`src/rtl/uart_rx_cfg.sv`:
```
// Oversampling UART receiver: configurable width, parity and stop bits, majority-vote sampling,
// false-start rejection and a valid/ready holding register with overrun detection.
module uart_rx_cfg #(
  parameter int unsigned CLK_FREQ    = 50_000_000,
  parameter int unsigned BAUD_RATE   = 115_200,
  parameter int unsigned OVERSAMPLE  = 16,
  parameter int unsigned DATA_WIDTH  = 8,
  parameter int unsigned PARITY_MODE = 1,
  parameter int unsigned STOP_BITS   = 1
) (
  input  logic                  clk,
  input  logic                  reset,
  input  logic                  rxd,
  output logic [DATA_WIDTH-1:0] rx_data,
  output logic                  rx_valid,
  input  logic                  rx_ready,
  output logic                  parity_err,
  output logic                  frame_err,
  output logic                  overrun_err,
  output logic                  busy
);

  localparam int unsigned CyclesPerTick = CLK_FREQ / (BAUD_RATE * OVERSAMPLE);
  localparam int unsigned CycW = (CyclesPerTick > 1) ? $clog2(CyclesPerTick) : 1;
  localparam int unsigned IdxW = $clog2(OVERSAMPLE);
  localparam int unsigned Mid  = OVERSAMPLE / 2;

  localparam logic [CycW-1:0] CycLast = CycW'(CyclesPerTick - 1);
  localparam logic [IdxW-1:0] IdxPre  = IdxW'(Mid - 1);
  localparam logic [IdxW-1:0] IdxMid  = IdxW'(Mid);
  localparam logic [IdxW-1:0] IdxDec  = IdxW'(Mid + 1);
  localparam logic [IdxW-1:0] IdxLast = IdxW'(OVERSAMPLE - 1);
  localparam logic [3:0]      DataLast = 4'(DATA_WIDTH - 1);
  localparam logic [3:0]      StopLast = 4'(STOP_BITS - 1);

  if (CyclesPerTick < 1) begin : g_bad_tick
    $error("uart_rx_cfg: CLK_FREQ / (BAUD_RATE*OVERSAMPLE) must be >= 1");
  end
  if (OVERSAMPLE < 4 || (OVERSAMPLE % 2) != 0) begin : g_bad_os
    $error("uart_rx_cfg: OVERSAMPLE must be even and >= 4");
  end
  if (DATA_WIDTH < 5 || DATA_WIDTH > 9) begin : g_bad_dw
    $error("uart_rx_cfg: DATA_WIDTH must be 5..9");
  end
  if (PARITY_MODE > 2) begin : g_bad_par
    $error("uart_rx_cfg: PARITY_MODE must be 0, 1 or 2");
  end
  if (STOP_BITS < 1 || STOP_BITS > 2) begin : g_bad_stop
    $error("uart_rx_cfg: STOP_BITS must be 1 or 2");
  end

  typedef enum logic [2:0] {StIdle, StStart, StData, StParity, StStop} state_e;

  state_e                state_q, state_d;
  logic                  rxd_meta_q, rxd_s_q;
  logic [1:0]            prime_q, prime_d;
  logic                  armed_q, armed_d;
  logic [CycW-1:0]       cyc_q, cyc_d;
  logic [IdxW-1:0]       idx_q, idx_d;
  logic                  s_pre_q, s_pre_d, s_mid_q, s_mid_d;
  logic [3:0]            bit_cnt_q, bit_cnt_d;
  logic [DATA_WIDTH-1:0] shift_q, shift_d;
  logic                  par_bit_q, par_bit_d;
  logic                  ferr_q, ferr_d;
  logic                  done_q, done_d;
  logic [DATA_WIDTH-1:0] rx_data_q, rx_data_d;
  logic                  rx_valid_q, rx_valid_d;
  logic                  parity_err_q, parity_err_d;
  logic                  frame_err_q, frame_err_d;
  logic                  overrun_q, overrun_d;
  logic                  busy_q, busy_d;

  logic tick, dec, bit_end, maj, consume, par_xor, par_bad;

  assign tick    = (cyc_q == CycLast);
  assign dec     = tick && (idx_q == IdxDec);
  assign bit_end = tick && (idx_q == IdxLast);
  assign maj     = (s_pre_q & s_mid_q) | (s_pre_q & rxd_s_q) | (s_mid_q & rxd_s_q);
  assign consume = rx_valid_q && rx_ready;
  assign par_xor = (^shift_q) ^ par_bit_q;
  assign par_bad = (PARITY_MODE == 1) ? par_xor :
                   (PARITY_MODE == 2) ? ~par_xor : 1'b0;

  always_comb begin
    state_d   = state_q;
    prime_d   = {prime_q[0], 1'b1};
    armed_d   = armed_q;
    cyc_d     = tick ? '0 : cyc_q + 1'b1;
    idx_d     = idx_q;
    s_pre_d   = s_pre_q;
    s_mid_d   = s_mid_q;
    bit_cnt_d = bit_cnt_q;
    shift_d   = shift_q;
    par_bit_d = par_bit_q;
    ferr_d    = ferr_q;
    done_d    = 1'b0;

    if (tick) begin
      idx_d = (idx_q == IdxLast) ? '0 : idx_q + 1'b1;
      if (idx_q == IdxPre) s_pre_d = rxd_s_q;
      if (idx_q == IdxMid) s_mid_d = rxd_s_q;
    end

    unique case (state_q)
      StIdle: begin
        // prime_q keeps the preset synchroniser value from arming straight out of reset
        if (rxd_s_q && prime_q[1]) armed_d = 1'b1;
        if (armed_q && !rxd_s_q) begin
          state_d   = StStart;
          armed_d   = 1'b0;
          ferr_d    = 1'b0;
          bit_cnt_d = '0;
        end
      end
      StStart: begin
        if (dec && maj) begin
          state_d = StIdle;
        end else if (bit_end) begin
          state_d = StData;
        end
      end
      StData: begin
        if (dec) shift_d = {maj, shift_q[DATA_WIDTH-1:1]};
        if (bit_end) begin
          if (bit_cnt_q == DataLast) begin
            state_d   = (PARITY_MODE != 0) ? StParity : StStop;
            bit_cnt_d = '0;
          end else begin
            bit_cnt_d = bit_cnt_q + 1'b1;
          end
        end
      end
      StParity: begin
        if (dec) par_bit_d = maj;
        if (bit_end) state_d = StStop;
      end
      StStop: begin
        if (dec) begin
          if (!maj) ferr_d = 1'b1;
          // leave on the last decision tick so an immediately following start edge is seen
          if (bit_cnt_q == StopLast) begin
            state_d = StIdle;
            done_d  = 1'b1;
          end
        end
        if (bit_end) bit_cnt_d = bit_cnt_q + 1'b1;
      end
      default: state_d = StIdle;
    endcase

    if (state_d != state_q || state_q == StIdle) begin
      cyc_d = '0;
      idx_d = '0;
    end
  end

  always_comb begin
    rx_data_d    = rx_data_q;
    parity_err_d = parity_err_q;
    frame_err_d  = frame_err_q;
    rx_valid_d   = rx_valid_q && !consume;
    overrun_d    = 1'b0;
    if (done_q) begin
      if (!rx_valid_q || consume) begin
        rx_data_d    = shift_q;
        parity_err_d = par_bad;
        frame_err_d  = ferr_q;
        rx_valid_d   = 1'b1;
      end else begin
        overrun_d = 1'b1;
      end
    end
    busy_d = (state_d != StIdle);
  end

  always_ff @(posedge clk) begin
    if (reset) begin
      state_q      <= StIdle;
      rxd_meta_q   <= 1'b1;
      rxd_s_q      <= 1'b1;
      prime_q      <= '0;
      armed_q      <= 1'b0;
      cyc_q        <= '0;
      idx_q        <= '0;
      s_pre_q      <= 1'b1;
      s_mid_q      <= 1'b1;
      bit_cnt_q    <= '0;
      shift_q      <= '0;
      par_bit_q    <= 1'b0;
      ferr_q       <= 1'b0;
      done_q       <= 1'b0;
      rx_data_q    <= '0;
      rx_valid_q   <= 1'b0;
      parity_err_q <= 1'b0;
      frame_err_q  <= 1'b0;
      overrun_q    <= 1'b0;
      busy_q       <= 1'b0;
    end else begin
      state_q      <= state_d;
      rxd_meta_q   <= rxd;
      rxd_s_q      <= rxd_meta_q;
      prime_q      <= prime_d;
      armed_q      <= armed_d;
      cyc_q        <= cyc_d;
      idx_q        <= idx_d;
      s_pre_q      <= s_pre_d;
      s_mid_q      <= s_mid_d;
      bit_cnt_q    <= bit_cnt_d;
      shift_q      <= shift_d;
      par_bit_q    <= par_bit_d;
      ferr_q       <= ferr_d;
      done_q       <= done_d;
      rx_data_q    <= rx_data_d;
      rx_valid_q   <= rx_valid_d;
      parity_err_q <= parity_err_d;
      frame_err_q  <= frame_err_d;
      overrun_q    <= overrun_d;
      busy_q       <= busy_d;
    end
  end

  assign rx_data     = rx_data_q;
  assign rx_valid    = rx_valid_q;
  assign parity_err  = parity_err_q;
  assign frame_err   = frame_err_q;
  assign overrun_err = overrun_q;
  assign busy        = busy_q;

endmodule

```
`config.mk`:
```
export PLATFORM = sky130hd
export DESIGN_NAME = uart_rx_cfg
export DESIGN_NICKNAME = d
export VERILOG_FILES = /design/src/rtl/uart_rx_cfg.sv
export SDC_FILE = /design/constraint.sdc
export NUM_CORES = 1
export LEC_CHECK = 0
export CORE_ASPECT_RATIO = 2
export CORE_MARGIN = 5
export CORE_UTILIZATION = 57
export DETAILED_ROUTE_END_ITERATION = 10
export HOLD_SLACK_MARGIN = 0.03
export PLACE_DENSITY = 0.84
export SLEW_MARGIN = 0
export SYNTH_ARGS = -nofsm -noshare
export SYNTH_HDL_FRONTEND = slang
export SYNTH_SLANG_ARGS = --single-unit
export TNS_END_PERCENT = 100
```
`constraint.sdc`:
```
create_clock -name clk -period 2.4 [get_ports clk]
set_input_delay 0.48 -clock clk [delete_from_list [all_inputs] [get_ports clk]]
set_output_delay 0.48 -clock clk [all_outputs]
set_load 0.005 [all_outputs]
```
# --- Yosys cells after proc, flatten, opt, wreduce, memory -nomap -nowiden ---
# Index checks and enable logic that the tools add are counted.
# W data, S select, Z words.
word_totals:
  register_bits: 47
  word_cells: 106
op_classes:
  n_mux: 26
  eq_ne: 16
  n_addsub: 3
  n_bitwise: 9
  n_reduce_logical: 31
ops:
  columns: ["cell", "count"]
  rows:
  - ["$mux W3", 8]
  - ["$mux W4", 5]
  - ["$pmux W3 S5", 1]
  - ["$eq A4 B4 Y1 const B", 3]
  - ["$pmux W4 S3", 1]
  - ["$reduce_and A2 Y1", 6]
  - ["$mux W1", 10]
  - ["$ne A2 B2 Y1 const B", 5]
  - ["$add A4 B1 Y4 const B", 2]
  - ["$eq A4 B3 Y1 const B", 2]
  - ["$reduce_and A4 Y1", 2]
  - ["$reduce_xor A8 Y1", 1]
  - ["$logic_and A1 B1 Y1", 7]
  - ["$eq A3 B2 Y1 const B", 2]
  - ["$reduce_bool A3 Y1", 2]
  - ["$reduce_or A3 Y1", 2]
  - ["$add A5 B1 Y5 const B", 1]
  - ["$eq A5 B5 Y1 const B", 1]
  - ["$logic_not A4 Y1", 1]
  - ["$reduce_bool A2 Y1", 2]
  - ["$reduce_or A2 Y1", 2]
  - ["$and A1 B1 Y1", 3]
  - ["$eq A3 B1 Y1 const B", 1]
  - ["$eq A3 B3 Y1 const B", 1]
  - ["8 further kinds", 14]

# --- Longest topological paths before layout ---
depth:
  word_depth: 9
  ltp_mapped: 8
  ltp_nobuf: 7

# --- Worst setup path before layout ---
# No wires, ideal clock.
synth_timing:
  kind: "register to register"
  startpoint: "register cyc_q[0]"
  endpoint: "register idx_q[0]"
  required_ns: 2.277
  n_path_buf: 1
  stages_incl_launch_ff: 9
  synth_period_minus_slack_ns: 1.740
  arrival_time_ns: 1.617
  setup_ns: 0.123
  slack_ns: 0.660
  cell_sequence: "dfxtp_1 -> inv_1 -> ha_1 -> and4b_1 -> buf_2 -> nand2_1 -> o311ai_0 -> o31a_1 -> nor3_1"
synth_via:
  elab_chain_cells: 8
synth_rtl:
  columns: ["item", "line_no", "source"]
  rows:
  - ["start, declared", "58", "logic [CycW-1:0] cyc_q, cyc_d;"]
  - ["start signal, assigned", "204", "cyc_q <= cyc_d;"]
  - ["$eq A5 B5 Y1 (*)", "75", "assign tick = (cyc_q == CycLast);"]
  - ["$logic_and A1 B1 Y1 (on tied branches)", "77, 76", null]
  - ["$mux W3 / $logic_and A1 B1 Y1 (equally long branches)", "118, 116", null]
  - ["$mux W3", "116", "if (dec && maj) begin"]
  - ["$pmux W3 S5", "104", "unique case (state_q)"]
  - ["$ne A3 B3 Y1", "151", "if (state_d != state_q || state_q == StIdle) begin"]
  - ["$logic_or A1 B1 Y1", "151", null]
  - ["$reduce_or A2 Y1 (no source line)", null, null]
  - ["end signal, assigned", "205", "idx_q <= idx_d;"]
  - ["end, declared", "59", "logic [IdxW-1:0] idx_q, idx_d;"]
# Mark *: on every way between the ends. The rest lies on a longest branch, timed or not.
# A chain may end at the register's enable or synchronous reset.

# --- Worst setup path after layout ---
# Ends and elaborated chain as after synthesis.

==> impl_metrics.py <==
metrics = {
    "outcome": {
        "status": "complete, no violations",
    },
    "timing": {
        "maxSlewHeadroom_pct": 68.6,
        "rsz0062_at_grt": "no",
        "report.final.slew_viol_count": 0,
        "tightestPinTransition_ps": 471,
        "skew_ps": 3.81,
        "worst_slack_ps": 379,
        "final-setup-viol-count": 0,
        "min_period_ps": 2020,
        "hold_viol_final": 0,
        "fin_crit_sh_pct": 84.2,
        "fin_tns_setup_ps": 0,
        "maxClockFrequency_mhz": 495,
    },
    "setup_path": {
        "cp-start-kind": "flip-flop",
        "criticalPathCategory": "reg2reg",
        "cp.required_ps": 2590,
        "cp.arrival_ps": 2210,
        "reg2regPathDepth": 7,
        "worstPathMaxFanout": 12,
        "end_kind": "flip-flop",
    },
    "finish": {
        "syn_to_final_growth_pct": 16.0,
        "regArea_sq_um": 941,
        "num-nets-final": 257,
        "final_cell_mix": "dfxtp_1, nor2_1, nand2_1, a21oi_1, clkdlybuf4s50_1",
        "layout-drive-gt1-share_pct": 10.5,
        "multi_input_area_sq_um": 1110,
        "final_core_util_pct": 68.3,
        "antenna_cells": 0,
        "fillers": 311,
        "layout_commonest_cell": "dfxtp_1",
    },
    "clock_network": {
        "postCtsSetupBuffers": 0,
        "numCtsBuffers": 5,
        "clk_latency_ps": 300,
        "postCtsResizedCells": 0,
        "max-clock-path-buffers": 2,
        "cts.sinks": 47,
        "cts_tree": "yes",
        "cts_hold_buf": 0,
        "path_clk_slew_ps": 80,
        "clockRootBuffer": "clkbuf_8",
        "htreeDepth": 2,
    },
    "power": {
        "leakage_nw": 0.865,
        "ir_drop_uv": 449,
        "power-per-cell-area_nw_per_um2": 580,
        "total_power_mw": 1.43,
    },
    "floorplan": {
        "die_h_um": 96.3,
        "num_io_pins": 17,
        "rows": 31,
        "core_area_sq_um": 3610,
        "die_w_um": 53.2,
        "start_util_pct": 58.9,
        "die_area_sq_um": 5120,
    },
    "logic_synthesis": {
        "synthCells": 227,
        "synth_cell_types": 44,
        "yosys_warnings": 0,
        "seq_area_frac_synth_pct": 44.3,
        "synth-seq-cells": 47,
        "netlist_area_sq_um": 2120,
        "ys.flop_type": "dfxtp_1",
        "synth_edf_count": 0,
        "synthArstFlopShare_pct": 0,
        "syn_nets": 238,
        "avgSynthCellArea_sq_um": 9.35,
    },
    "grt": {
        "grt_max_degree": 30,
        "antenna_found_initial": 0,
        "grt_first_pass_wirelength_um": 6770,
        "grt_pass1_vias": 1542,
        "grt_overflow": 0,
        "track_usage_pct": 17.9,
    },
    "worst_hold_path": {
        "hp-class": "reg2reg",
        "whs_path_depth": 1,
    },
    "detailed_routing": {
        "drt_first_pass_iters": 4,
        "drc_errors": 0,
        "routed_wirelength_um": 4050,
        "vias_per_cell": 5.55,
        "drtIter0Drc": 32,
        "routedWlPerCell_um": 13.7,
        "drt.antenna.violating_nets": 0,
        "vias": 1643,
    },
    "placed_design": {
        "portBuffers": 16,
        "preCtsSetupSlack_ps": 222,
        "place_hpwl_um": 3080,
        "gp_congestion": 0.807,
    },
    "run": {
        "maxCapViolations": 0,
    },
}
critical path: stages, from the launching register on:
cell	delay [ps]
dfxtp_1	340
inv_1	60
ha_1	150
and4b_1	510
nand2_1	170
o311ai_0	340
o31a_1	260
nor3_1	70
cells by family (layout without fill, tap and decap cells):
logic type               after synthesis  after routing  synth area share, %
XOR/XNOR                              15             15                 6.84
AND/OR/NAND/NOR                       99             99                 25.2
multiplexers                          13             13                 6.13
flip-flops                            47             47                 44.3
adder cells (fa/ha/maj)                8              8                 4.60
buffers and inverters                 17             37                 3.54
AO/OA/AOI/OAI                         28             28                 9.37
registers in the layout, summed over array words and instances, names as in the netlist:
signal	cells
ferr_q	1
parity_err	1
s_mid_q	1
s_pre_q	1
cyc_q	5
frame_err	1
overrun_err	1
idx_q	4
rxd_meta_q	1
busy	1
shift_q	8
bit_cnt_q	4
par_bit_q	1
rx_valid	1
prime_q	2
state_q	3
rx_data	8
done_q	1
rxd_s_q	1
armed_q	1
synth_stat cells, drive strengths merged (3+ instances only):
master / count / area share (%)
xnor2: 8 / 3.3
inv: 7 / 1.2
nand3: 13 / 3.1
clkbuf: 6 / 1.1
nand3b: 3 / 1.1
xor2: 6 / 2.5
a21oi: 17 / 4.0
o21ai: 3 / 0.71
nor3b: 4 / 1.4
nor2b: 3 / 0.88
nor2: 25 / 4.8
ha: 7 / 4.1
or2: 4 / 1.3
buf: 4 / 1.2
mux2i: 13 / 6.1
dfxtp: 47 / 44
nor3: 11 / 2.6
nand2: 19 / 3.4
path summary, 6_finish.rpt:
check,start,to,slack (ps)
hold / removal,rxd_meta_q$_SDFF_PP1_,rxd_s_q$_SDFF_PP1_,420
setup / recovery,cyc_q[0]$_SDFF_PP0_,idx_q[0]$_SDFFE_PP0P_,380
hold reg to reg,rxd_meta_q$_SDFF_PP1_,rxd_s_q$_SDFF_PP1_,420
setup reg to reg,cyc_q[0]$_SDFF_PP0_,idx_q[0]$_SDFFE_PP0P_,380
power by group:
| part | internal [mW] | total, mW | switching, mW |
|---|---|---|---|
| Sequential | 0.785 | 0.788 | 0.00307 |
| Combinational | 0.0139 | 0.0319 | 0.0180 |
| Clock | 0.343 | 0.608 | 0.265 |
| Total | 1.14 | 1.43 | 0.286 |
cell type report:
cell class	count	share of cell area [%]
multi-input cells	163	45.0
flip-flops and latches	47	38.2
repair buffers	22	8.33
clock buffers	6	3.35
well taps	49	2.49
clock inverters	2	1.58
inverters	7	1.07
layer usage:
metal	vias up	GRT usage, %	share of wire [%]
met5	-	0	0
met1	766	16.8	36
met4	0	11.5	4.4
met2	37	33.4	57
li1	824	-	-
met3	16	3.41	3.0
metrics by stage:
stage	area [sq um]	hold WS (ps)	cells
final	2460	418	296
after global routing	2460	444	296
after floorplan	2120	389	227
after CTS	2460	422	296
after global placement	2340	393	288
after detailed placement	2340	401	288
No activity file was read; power rests on OpenSTA's default activity.
